--- src/rtl/mem_arbiter_pkg.sv ---
// ---------------------------------------------------------------------------
// mem_arbiter_pkg
// Shared types and constants for the instruction/data memory arbiter.
//   Word_t    : 32-bit bus word
//   Bit_t     : single control bit
//   ENABLE / DISABLE : control-bit constants
//   ZERO_WORD : all-zero word, returned on a timed-out access
//   BE_ALL    : full-word byte enables used by instruction fetches
//   state_e   : arbiter FSM state
// ---------------------------------------------------------------------------
package mem_arbiter_pkg;

    typedef logic [31:0] Word_t;
    typedef logic        Bit_t;

    localparam Bit_t       ENABLE    = 1'b1;
    localparam Bit_t       DISABLE   = 1'b0;
    localparam Word_t      ZERO_WORD = 32'h0000_0000;
    localparam logic [3:0] BE_ALL    = 4'b1111;

    typedef enum logic [1:0] {
        IDLE    = 2'd0,
        IF_BUSY = 2'd1,
        DM_BUSY = 2'd2
    } state_e;

endpackage

--- src/rtl/mem_arbiter_wait_timer.sv ---
// ---------------------------------------------------------------------------
// wait_timer
// Counts the cycles an access has spent waiting for bus_ack.
//   clk     in  rising-edge clock
//   rst     in  synchronous active-high reset
//   clr     in  hold the count at zero (asserted while the arbiter is idle)
//   en      in  count this cycle (asserted while an access is outstanding)
//   expired out this is the last cycle the access may wait for bus_ack
// The first busy cycle sees a count of 0, so expired is raised in the
// MAX_WAIT-th busy cycle.
// ---------------------------------------------------------------------------
module wait_timer #(
    parameter int unsigned MAX_WAIT = 255
) (
    input  logic clk,
    input  logic rst,
    input  logic clr,
    input  logic en,
    output logic expired
);

    localparam int unsigned    CNT_W = (MAX_WAIT > 1) ? $clog2(MAX_WAIT) : 1;
    localparam logic [CNT_W-1:0] LAST = CNT_W'(MAX_WAIT - 1);

    logic [CNT_W-1:0] count_q;
    logic [CNT_W-1:0] count_d;

    // The count saturates at LAST so it never wraps back to zero.
    always_comb begin
        count_d = count_q;
        if (clr) begin
            count_d = '0;
        end else if (en && (count_q != LAST)) begin
            count_d = count_q + CNT_W'(1);
        end
    end

    always_ff @(posedge clk) begin
        if (rst) begin
            count_q <= '0;
        end else begin
            count_q <= count_d;
        end
    end

    assign expired = en && (count_q == LAST);

endmodule

--- src/rtl/mem_arbiter.sv ---
// ---------------------------------------------------------------------------
// mem_arbiter
// Arbitrates an instruction-fetch port and a data port onto one shared bus.
// Data requests have strict priority. Each access is latched on grant,
// driven onto the bus until bus_ack (or a timeout), and completed with a
// one-cycle ready pulse on the requesting port.
//   clk, rst          clock, synchronous active-high reset
//   if_req/if_addr    fetch request and address
//   if_flush          drop the result of the in-flight fetch
//   if_rdata/if_ready fetch data and completion pulse
//   dm_req/dm_we/dm_be/dm_addr/dm_wdata  data request (store when dm_we=1)
//   dm_rdata/dm_ready load data and completion pulse
//   bus_req/bus_we/bus_be/bus_addr/bus_wdata  shared bus request side
//   bus_rdata/bus_ack shared bus response side
//   stall_req         pipeline stall while a request is not yet complete
//   bus_err           one-cycle pulse when an access times out
// ---------------------------------------------------------------------------
module mem_arbiter
    import mem_arbiter_pkg::*;
#(
    parameter int unsigned MAX_WAIT = 255
) (
    input  logic        clk,
    input  logic        rst,
    input  logic        if_req,
    input  logic [31:0] if_addr,
    input  logic        if_flush,
    output logic [31:0] if_rdata,
    output logic        if_ready,
    input  logic        dm_req,
    input  logic        dm_we,
    input  logic [3:0]  dm_be,
    input  logic [31:0] dm_addr,
    input  logic [31:0] dm_wdata,
    output logic [31:0] dm_rdata,
    output logic        dm_ready,
    output logic        bus_req,
    output logic        bus_we,
    output logic [3:0]  bus_be,
    output logic [31:0] bus_addr,
    output logic [31:0] bus_wdata,
    input  logic [31:0] bus_rdata,
    input  logic        bus_ack,
    output logic        stall_req,
    output logic        bus_err
);

    state_e     state_q,    state_d;
    Bit_t       flush_q,    flush_d;
    Bit_t       we_q,       we_d;
    logic [3:0] be_q,       be_d;
    Word_t      addr_q,     addr_d;
    Word_t      wdata_q,    wdata_d;
    Word_t      if_rdata_q, if_rdata_d;
    Word_t      dm_rdata_q, dm_rdata_d;
    Bit_t       if_ready_q, if_ready_d;
    Bit_t       dm_ready_q, dm_ready_d;
    Bit_t       err_q,      err_d;

    logic busy;
    logic expired;

    assign busy = (state_q != IDLE);

    wait_timer #(
        .MAX_WAIT (MAX_WAIT)
    ) u_wait_timer (
        .clk     (clk),
        .rst     (rst),
        .clr     (!busy),
        .en      (busy),
        .expired (expired)
    );

    always_comb begin
        // NOTE: every signal gets a default first so no path leaves it
        // unassigned; otherwise synthesis infers a latch.
        state_d    = state_q;
        flush_d    = flush_q;
        we_d       = we_q;
        be_d       = be_q;
        addr_d     = addr_q;
        wdata_d    = wdata_q;
        if_rdata_d = if_rdata_q;
        dm_rdata_d = dm_rdata_q;
        if_ready_d = DISABLE;
        dm_ready_d = DISABLE;
        err_d      = DISABLE;

        unique case (state_q)
            IDLE: begin
                flush_d = DISABLE;
                if (dm_req) begin
                    state_d = DM_BUSY;
                    we_d    = dm_we;
                    be_d    = dm_be;
                    addr_d  = dm_addr;
                    wdata_d = dm_wdata;
                end else if (if_req && !if_flush) begin
                    // A flush in the grant cycle cancels the fetch outright.
                    state_d = IF_BUSY;
                    we_d    = DISABLE;
                    be_d    = BE_ALL;
                    addr_d  = if_addr;
                    wdata_d = ZERO_WORD;
                end
            end

            IF_BUSY: begin
                if (if_flush) begin
                    flush_d = ENABLE;
                end
                // A flush seen in the completing cycle counts as well.
                if (bus_ack) begin
                    state_d    = IDLE;
                    flush_d    = DISABLE;
                    if_rdata_d = bus_rdata;
                    if_ready_d = !(flush_q || if_flush);
                end else if (expired) begin
                    state_d    = IDLE;
                    flush_d    = DISABLE;
                    if_rdata_d = ZERO_WORD;
                    if_ready_d = !(flush_q || if_flush);
                    err_d      = ENABLE;
                end
            end

            DM_BUSY: begin
                // bus_ack is tested before expired so a late ack still wins.
                if (bus_ack) begin
                    state_d    = IDLE;
                    dm_ready_d = ENABLE;
                    if (!we_q) begin
                        dm_rdata_d = bus_rdata;
                    end
                end else if (expired) begin
                    state_d    = IDLE;
                    dm_ready_d = ENABLE;
                    dm_rdata_d = ZERO_WORD;
                    err_d      = ENABLE;
                end
            end

            default: begin
                state_d = IDLE;
            end
        endcase
    end

    always_ff @(posedge clk) begin
        // NOTE: state uses non-blocking assignments so every register
        // samples the pre-edge values, independent of statement order.
        if (rst) begin
            state_q    <= IDLE;
            flush_q    <= DISABLE;
            we_q       <= DISABLE;
            be_q       <= '0;
            addr_q     <= ZERO_WORD;
            wdata_q    <= ZERO_WORD;
            if_rdata_q <= ZERO_WORD;
            dm_rdata_q <= ZERO_WORD;
            if_ready_q <= DISABLE;
            dm_ready_q <= DISABLE;
            err_q      <= DISABLE;
        end else begin
            state_q    <= state_d;
            flush_q    <= flush_d;
            we_q       <= we_d;
            be_q       <= be_d;
            addr_q     <= addr_d;
            wdata_q    <= wdata_d;
            if_rdata_q <= if_rdata_d;
            dm_rdata_q <= dm_rdata_d;
            if_ready_q <= if_ready_d;
            dm_ready_q <= dm_ready_d;
            err_q      <= err_d;
        end
    end

    assign bus_req   = busy;
    assign bus_we    = we_q;
    assign bus_be    = be_q;
    assign bus_addr  = addr_q;
    assign bus_wdata = wdata_q;
    assign if_rdata  = if_rdata_q;
    assign if_ready  = if_ready_q;
    assign dm_rdata  = dm_rdata_q;
    assign dm_ready  = dm_ready_q;
    assign bus_err   = err_q;

    assign stall_req = (dm_req && !dm_ready_q) || (if_req && !if_ready_q);

endmodule

--- config.mk ---
export PLATFORM = sky130hd
export DESIGN_NAME = mem_arbiter
export DESIGN_NICKNAME = d
export VERILOG_FILES = /design/src/rtl/mem_arbiter_pkg.sv /design/src/rtl/mem_arbiter_wait_timer.sv /design/src/rtl/mem_arbiter.sv
export SDC_FILE = /design/constraint.sdc
export NUM_CORES = 1
export LEC_CHECK = 0
export CAP_MARGIN = 20
export CORE_UTILIZATION = 42
export CTS_BUF_LIST = sky130_fd_sc_hd__clkbuf_8
export CTS_CLUSTER_DIAMETER = 30
export CTS_CLUSTER_SIZE = 12
export DETAILED_ROUTE_END_ITERATION = 10
export GPL_TIMING_DRIVEN = 1
export PLACE_DENSITY = 0.87
export SYNTH_ARGS = -nofsm -noshare
export SYNTH_HDL_FRONTEND = slang
export SYNTH_SLANG_ARGS = --single-unit
export TNS_END_PERCENT = 50
--- constraint.sdc ---
create_clock -name clk -period 1.85 [get_ports clk]
set_input_delay 0.2775 -clock clk [delete_from_list [all_inputs] [get_ports clk]]
set_output_delay 0.2775 -clock clk [all_outputs]
set_load 0.02 [all_outputs]
==> flow_metrics.tcl <==
set metrics [dict create \
    rsz0062_at_grt "no" \
    clock-sinks 147 \
    final_area_um2 9210 \
    synthTopCellsByArea "dfxtp_1 (51%), nand2_1 (6.6%), a21oi_1 (5.9%), mux2i_1 (5.7%), nor2_1 (5.3%)" \
    drive_gt1_share_pct 7.67 \
    setup_tns_ps 0 \
    finalHoldViolCount 0 \
    crit_path_max_incr_delay_ps 690 \
    period_share_pct 96.7 \
    status "complete, no violations" \
    synth_compound_area_share_pct 21.2 \
    async_flop_share_pct 0 \
    synth-xor-area-share_pct 0.152 \
    clk_latency_ps 450 \
    drtIter0Drc 540 \
    drc 0 \
    htreeDepth 4 \
    yosysSeqAreaShare_pct 51.2 \
    slowest_stage "clkdlybuf4s50_1" \
    path_class "register to output port" \
    netlist_instances 641 \
    overflow 0 \
    grt_pass1_wl_um 27600 \
    diodes 0 \
    synth-simple-area-share_pct 15.1 \
    place.port_buffers 276 \
    synth_edf_count 0 \
    drv_slew 0 \
    finClkSkew_ps 9.78 \
    synth_largest_area_cell "dfxtp_1" \
    wire_per_inst_um 15.8 \
    place_area_um2 8740 \
    max_cap_viol_count 0 \
    synth_mux_area_share_pct 5.74 \
    setup_viol_count_final 0 \
    fillers 1001 \
    ys.flop_type "dfxtp_1" \
    peakVddDrop_mv 0.435 \
    grt_start_max_net_pins 64 \
    cts_root_buffer "clkbuf_8" \
    initial_core_util_pct 43.3 \
    grt.total_usage_pct 24.6 \
    synth_common_cells "dfxtp_1 (147), nand2_1 (101), nor2_1 (81)" \
    rows 42 \
    max-clock-path-buffers 2 \
    numCtsBuffers 17 \
    nets 1044 \
    avgSynthCellArea_um2 8.97 \
    via_per_inst 5.20 \
    powerDensity_nw_per_um2 894 \
    totalPowerFinal_uw 8240 \
    cts_tree "yes" \
    synth.net_count 785 \
    fmax_mhz 559 \
    synth_fa_ha_area_share_pct 1.09 \
    min_period_ps 1790 \
    coreArea_um2 13300 \
    hold_class "primary input to register" \
    crit_fanout 2 \
    synth_top_family_by_area "compound AO/OA/AOI/OAI gates" \
    gp_congestion 0.824 \
    firstDrtPassIters 5 \
    cts.clk_slew.worst_paths_ps 80 \
    cp_num_buf_inv 1 \
    start_kind "register" \
    ant_nets 0 \
    synth_top_area_share_pct 51.2 \
    endpoint_kind "output port" \
    die_w_um 119 \
    syn_area_um2 5750 \
    tightest_slew_ps 310 \
    slew_headroom_pct 78.8 \
    wl_um 17300 \
    crit_path_cell_trace "clkdlybuf4s50_1" \
    die_h_um 119 \
    grt_pass1_vias 5482 \
    power.leakage_uw 0.00338 \
    synth_seq_cells 147 \
    num_io_pins 277 \
    vias 5658 \
    area_growth_pct 60.2 \
    antenna_found_initial 0 \
    crit_family "buffers and inverters" \
    place_hpwl_um 12300 \
    die-area_um2 14200 \
    crit_required_ps 1570 \
    cp.arrival_ps 1510 \
    synth_cell_type_count 39 \
    holdWs_ps 237 \
    synth_most_common_cell "dfxtp_1" \
    yosysWarnings 0 \
]
-- per-stage QoR --
stage	worst slack, ps	util, %	std cells
floorplan	278	-	641
global placement	43.6	65.7	1057
detailed placement	-23.5	65.7	1057
finish	61.9	69.3	1089
CTS	4.30	69.2	1089
global route	18.8	69.3	1089
-- routing by layer --
metal | part of all wire (%) | track usage (%) | vias up
li1 | - | - | 2804
met1 | 41 | 28.4 | 2619
met2 | 50 | 41.9 | 196
met3 | 6.3 | 6.94 | 39
met4 | 3.0 | 11.2 | 0
met5 | 0 | 0 | -
-- placed cells by master, fill, tap and decap left out, drive strengths merged --
| cell | synthesis | layout |
|---|---|---|
| and4b | 2 | 2 |
| nor2 | 81 | 81 |
| a211oi | 34 | 34 |
| o21ai | 4 | 4 |
| a21oi | 68 | 68 |
| a2111oi | 1 | 1 |
| ha | 5 | 5 |
| a21boi | 1 | 1 |
| and3 | 1 | 1 |
| o31ai | 1 | 1 |
| or2 | 4 | 4 |
| dlymetal6s2s | 0 | 2 |
| bufinv | 0 | 4 |
| dfxtp | 147 | 147 |
| clkbuf | 21 | 22 |
| nand2b | 1 | 1 |
| clkdlybuf4s50 | 0 | 271 |
| o21a | 1 | 1 |
| nand2 | 101 | 101 |
| and2 | 1 | 1 |
| nand4 | 1 | 1 |
| and3b | 1 | 1 |
| a31oi | 5 | 5 |
| clkinvlp | 0 | 1 |
| a311oi | 32 | 32 |
| nand3 | 3 | 3 |
| and4 | 2 | 2 |
| xnor2 | 1 | 1 |
| buf | 36 | 24 |
| mux2i | 33 | 33 |
| a22oi | 33 | 33 |
| nor2b | 1 | 1 |
| inv | 7 | 9 |
| nand3b | 1 | 1 |
| a31o | 1 | 1 |
| nor3 | 9 | 9 |
| clkinv | 0 | 3 |
| o22ai | 1 | 1 |
-- area by class of cell --
class | count | area (µm²) | share of cell area, %
well taps | 176 | 220 | 2.39
repair buffers | 297 | 3050 | 33.1
clock buffers | 22 | 303 | 3.29
flip-flops and latches | 147 | 2940 | 32.0
clock inverters | 10 | 154 | 1.67
multi-input cells | 430 | 2510 | 27.3
inverters | 7 | 26.3 | 0.285
-- sequential cells by signal, summed over array words and instances, names as in the netlist --
name,flops
bus_addr,32
bus_wdata,32
dm_rdata,32
if_rdata,32
u_wait_timer.count_q,8
bus_be,4
state_q,2
bus_err,1
bus_we,1
dm_ready,1
flush_q,1
if_ready,1
-- timing repair --
action,in CTS,in global routing
setup buffers,0,0
setup endpoints to repair,1,7
hold buffers,0,0
gates resized for setup,3,7
-- path summary, 6_finish.rpt --
kind                                                      startpoint  depth (start not counted)  slack [ps]                        end
worst max-delay path                          bus_be[2]$_SDFFE_PP0P_                          1          60                  bus_be[2]
worst min-delay path                                             rst                          2         240  if_rdata[31]$_SDFFE_PP0P_
worst max register to register  u_wait_timer.count_q[0]$_SDFFE_PP0P_                          7         160  if_rdata[30]$_SDFFE_PP0P_
worst min register to register             dm_rdata[19]$_SDFFE_PP0P_                          2         460  dm_rdata[19]$_SDFFE_PP0P_
-- report_power, final --
| group | switching (µW) | total, µW | internal [µW] |
|---|---|---|---|
| logic | 970 | 1920 | 949 |
| clock network | 1170 | 2810 | 1640 |
| registers | 121 | 3510 | 3390 |
| total | 2260 | 8240 | 5980 |
-- cells by family after synthesis --
family,after synthesis
and+or+nand+nor,209
muxes,33
AOI/OAI and AO/OA,182
DFF,147
xor gates and xnor gates,1
buffers and inverters,64
adders and majority gates,5
No activity file was read; power rests on OpenSTA's default activity.
==> edit 1, RTL diff (config.mk and constraints unchanged) <==
Re-encode `state_e` (3 states) as one-hot, 3 bits wide.
--- a/src/rtl/mem_arbiter_pkg.sv
+++ b/src/rtl/mem_arbiter_pkg.sv
@@ -18,10 +18,10 @@
     localparam Word_t      ZERO_WORD = 32'h0000_0000;
     localparam logic [3:0] BE_ALL    = 4'b1111;
 
-    typedef enum logic [1:0] {
-        IDLE    = 2'd0,
-        IF_BUSY = 2'd1,
-        DM_BUSY = 2'd2
+    typedef enum logic [2:0] {
+        IDLE    = 3'b001,
+        IF_BUSY = 3'b010,
+        DM_BUSY = 3'b100
     } state_e;
 
 endpackage
Behaviour: same outputs for any inputs over 4 cycles, from zero or initial values and one cycle with rst high; so few cycles prove little.
==> edit 1 against the unedited design <==
Die area increased by 4.1%; worst setup slack got worse by 0.0042 ns; cell count down 0.18%; synthesized cell count increased by 0.47%; final area up 0.96%; area after synthesis up 4.2%; routed wire length rose by 5.4%; sequential cell count is 1 higher; clock skew barely moved; total power shrank 9.0%; critical path type is now input pin to output pin.
==> edit 1: results (changes against the unedited design) <==
metric;value;unit;change
DP Cell Count;1056;;-0.095%
Worst EP arrival;1.51;ns;about the same
largest net degree at the start of global routing;70;;+9.4%
Post-Synth Adder-Cell Area;0.4176;%;-0.67 points
antenna-violating nets left;0;;unchanged
nets;1038;;-0.57%
Final Hold Viols;0;;unchanged
status;finished clean;;
layout cells sized above 1;10.80;%;+3.1 points
met1 wire length;7145;um;+1.5%
most frequent cells after synthesis;dfxtp_1 (148), nor2_1 (79), a21oi_1 (69);;
crit path max fanout;2;;unchanged
syn_nets;785;;unchanged
distinct cell type count after synthesis;48;;+23%
CTS max path bufs;2;;unchanged
top layer in use;met4;;
first-pass GRT wire length;27090;um;-1.7%
met1 usage;26.93;%;-1.5 points
initial antenna violation count;0;;unchanged
met2 usage;40.55;%;-1.4 points
syn_area_per_cell;9.304;sq um;+3.7%
critical path's slowest cell;clkdlybuf4s50_1;;
Seq/Total Area, Yosys;49.45;%;-1.7 points
vias in the first global route;5340;;-2.6%
Syn. warnings;0;;unchanged
async set-reset flop share out of synthesis;0;%;unchanged
worst vdd ir;0.0004973;V;+14%
DRT Pass-1 Iters;6;;+1
DR iter-0 viols;361;;-33%
Compound-Gate Fraction of Synth Area;24.74;%;+3.5 points
ANT cells;0;;unchanged
GP Congestion;0.7904;;-4.1%
Clock Latency Late Sink;0.45;ns;about the same
Via density;5.351;;+3.0%
Num CTS Buffers;17;;unchanged
Sw Ratio;27.64;%;+0.18 points
sequential power share;46.2;%;+3.6 points
met3 Usage GRT;7.190;%;+0.25 points
Tot GR Track Use;23.67;%;-0.93 points
met2 WL;9064;um;+5.2%
Worst-path clk slew;0.07;ns;
mux cell area share after synthesis;5.346;%;-0.40 points
post-DP HPWL;12420;um;+0.68%
Least-Margin Pin Slew;0.4208;ns;+0.1112 ns
Combinational Power Share;22.6;%;-0.7 points
Hold Path Class;input pin to flop;;
clk_skew;0.009428;ns;-0.0003570 ns
met3 WL post-DR;1502;um;+39%
Lkg Pwr;3.299;nW;-2.4%
IO buf count;276;;unchanged
final WL;18190;um;+5.4%
# H-tree levels;4;;unchanged
CTS root buf;clkbuf_8;;
CP max stage delay;0.62;ns;-0.07 ns
crit-path leading delay family;buffers and inverters;;
xor/xnor cell area share of the yosys netlist;0.8770;%;+0.72 points
largest cells by area after synthesis;dfxtp_1 (49%), a211oi_2 (6.7%), a21oi_1 (5.8%), nand3_1 (5.5%), mux2i_1 (5.3%);;
per-cell routed wire length;16.74;um;+5.6%
==> edit 1: cell count changes after synthesis, moves of 18 or more <==
cell / unedited run / this run
a211oi_2: 0 / 32
clkbuf_1: 21 / 39
nand2_1: 101 / 5
o21ai_0: 3 / 63
nand3_1: 2 / 66
a211oi_1: 34 / 2
buf_2: 28 / 6
a311oi_1: 32 / 0
==> edit 1: timing repair <==
| action | 4_1_cts | 5_1_grt |
|---|---|---|
| setup endpoints to repair | 2 | 11 |
| pin swaps | 0 | 1 |
| buffers inserted | 1 | 0 |
| cloned | 0 | 1 |
| resized for setup | 2 | 3 |
==> edit 1: cell type report <==
class                   instances  area, sq um
clock buffers                  19        261.5
clock inverters                10        95.09
fillers                      1101         4579
inverters                       6        22.52
multi-input cells             425         2681
flip-flops and latches        148         2965
well taps                     180        225.2
repair buffers                299         3050
==> edit 1: worst paths after layout <==
check,start,to,slack (ns),depth (start not counted)
setup / recovery,if_req,stall_req,0.06,4
hold / removal,rst,bus_addr[30],0.13,2
setup reg to reg,u_wait_timer.count_q[0],if_rdata[14],0.14,7
hold reg to reg,if_rdata[29],if_rdata[29],0.48,2
==> edit 1: per-stage QoR <==
step | hold WS, ns | worst slack, ns | instance area, sq um | power [mW] | utilization [%]
global placement | 0.4592 | 0.06741 | 8911 | 5.178 | 64.20
finish | 0.1281 | 0.05773 | 9301 | 7.496 | 67.01
global route | 0.1011 | 0.002744 | 9301 | 7.804 | 67.01
detailed placement | 0.4675 | 0.02569 | 8911 | 5.215 | 64.20
floorplan | 0.4366 | 0.1328 | 5992 | 4.395 | -
CTS | 0.09425 | 0.01724 | 9273 | 7.537 | 66.80
==> edit 2, RTL diff (config.mk and constraints unchanged) <==
Made on the original files. `MAX_WAIT` is set to 255 in 2 places; all go to 510.
--- a/src/rtl/mem_arbiter_wait_timer.sv
+++ b/src/rtl/mem_arbiter_wait_timer.sv
@@ -10,7 +10,7 @@
 // MAX_WAIT-th busy cycle.
 // ---------------------------------------------------------------------------
 module wait_timer #(
-    parameter int unsigned MAX_WAIT = 255
+    parameter int unsigned MAX_WAIT = 510
 ) (
     input  logic clk,
     input  logic rst,
--- a/src/rtl/mem_arbiter.sv
+++ b/src/rtl/mem_arbiter.sv
@@ -18,7 +18,7 @@
 module mem_arbiter
     import mem_arbiter_pkg::*;
 #(
-    parameter int unsigned MAX_WAIT = 255
+    parameter int unsigned MAX_WAIT = 510
 ) (
     input  logic        clk,
     input  logic        rst,
Formal check against the unedited RTL: no difference found for any inputs over 4 cycles, from zero or initial values and one cycle with rst high; that may be too few to reach the edited logic, so the function may still have changed.
==> edit 2 against the unedited design <==
Routed wire length fell by 5.1%; final area fell by 4.4%; total power fell by 4.3%; sequential cell count rose by 1; worst setup slack improved by 0.016 ns; cell count fell by 11%; area after synthesis fell by 7.1%; critical endpoint is now bus_req; largest cell class unchanged; highest routed layer unchanged.
==> edit 2: results (changes against the unedited design) <==
metric;value;unit;change
FF-to-FF path depth;7;;unchanged
first-pass GRT wire length;24670;um;-10%
Worst-path clk slew;0.07;ns;
top_reg_cell synth;dfxtp_1;;
DRT Pass-1 Iters;4;;-1
largest net degree at the start of global routing;59;;-7.8%
clk_skew;0.01555;ns;+0.005761 ns
Via density;5.239;;+0.83%
per-cell routed wire length;16.91;um;+6.8%
layout cells sized above 1;8.761;%;+1.1 points
met3 WL post-DR;1494;um;+38%
DP Area;8376;sq um;-4.2%
met1 wire length;6152;um;-13%
Seq/Total Area, Yosys;55.43;%;+4.3 points
Sw Ratio;28.53;%;+1.1 points
Worst EP arrival;1.49;ns;-0.02 ns
vias in the first global route;5029;;-8.3%
DP Cell Count;935;;-12%
GP Congestion;0.7622;;-7.5%
status;finished clean;;
via count;5071;;-10%
worst vdd ir;0.0005326;V;+23%
distinct cell type count after synthesis;40;;+2.6%
DR iter-0 viols;362;;-33%
Num CTS Buffers;17;;unchanged
most frequent cells after synthesis;dfxtp_1 (148), nor2_1 (85), a22o_1 (64);;
Post-Place Setup Slack;-0.04414;ns;-0.02060 ns
Tot GR Track Use;24.43;%;-0.17 points
Hold Path Depth;2;;unchanged
post-DP HPWL;12230;um;-0.88%
cell count after synthesis;511;;-20%
met2 WL;8370;um;-2.9%
largest cells by area after synthesis;dfxtp_1 (55%), a22o_1 (10%), mux2i_1 (6.2%), nor2_1 (6.0%), a22oi_1 (4.8%);;
Lkg Pwr;3.433;nW;+1.6%
relative slew slack;71.73;%;-7.1 points
initial antenna violation count;1;;+1
crit path max fanout;11;;+9
syn_nets;655;;-17%
nets;930;;-11%
edit 2: cell types whose count changed in the layout (fill, tap and decap cells not counted), sizes merged, moves of 4 or more:
| cell | change |
|---|---|
| a311oi | -32 |
| a22o | +64 |
| nor2 | +4 |
| nand2 | -96 |
| a21oi | -63 |
edit 2: final cells by class:
type	count	area (sq um)
Multi-Input combinational cell	312	2190
Clock buffer	19	261.5
Sequential cell	148	2965
Tap cell	168	210.2
Antenna cell	1	2.502
Timing Repair Buffer	300	3018
Fill cell	875	3405
Clock inverter	13	133.9
Inverter	7	26.28
edit 2: per-layer routing:
layer	track usage, %	up-vias
li1	-	2427
met1	24.34	2387
met2	45.17	227
met3	9.594	30
met4	10.30	0
met5	0	-
edit 2: final timing paths:
kind / startpoint / endpoint / slack (ns)
worst min-delay path: rst / state_q[1] / 0.21
worst max register to register: u_wait_timer.count_q[1] / if_rdata[28] / 0.15
worst max-delay path: state_q[1] / bus_req / 0.08
worst min register to register: if_rdata[26] / if_rdata[26] / 0.48
edit 2: timing repair:
action                     4_1_cts  5_1_grt
gates resized for setup          5        7
pin swaps                        0        0
setup endpoints to repair        2       28
edit 2: worst max-delay path, cell delays in order (launching register included):
cell     delay (ns)
dfxtp_2        0.35
inv_2          0.06
ha_4           0.17
buf_8          0.14
inv_1          0.07
buf_4          0.14
buf_6          0.13
edit 2: cells by family after synthesis:
kind of cell	share of synthesized area (%)
fa+ha+maj	1.170
simple gates	9.668
xor+xnor	0.6556
compound gates	22.40
buf+inv	4.494
flops	55.43
mux	6.180
edit 2: power by group through the flow:
| stage | sequential, mW | clock [mW] | combinational [mW] |
|---|---|---|---|
| 6_report | 3.54 | 2.49 | 1.85 |
| 5_1_grt | 3.57 | 2.66 | 1.98 |
| 4_1_cts | 3.54 | 2.53 | 1.85 |
| 3_5_place_dp | 3.61 | 0 | 1.84 |
| 3_3_place_gp | 3.60 | 0 | 1.79 |
| 2_1_floorplan | 3.88 | 0 | 0.579 |
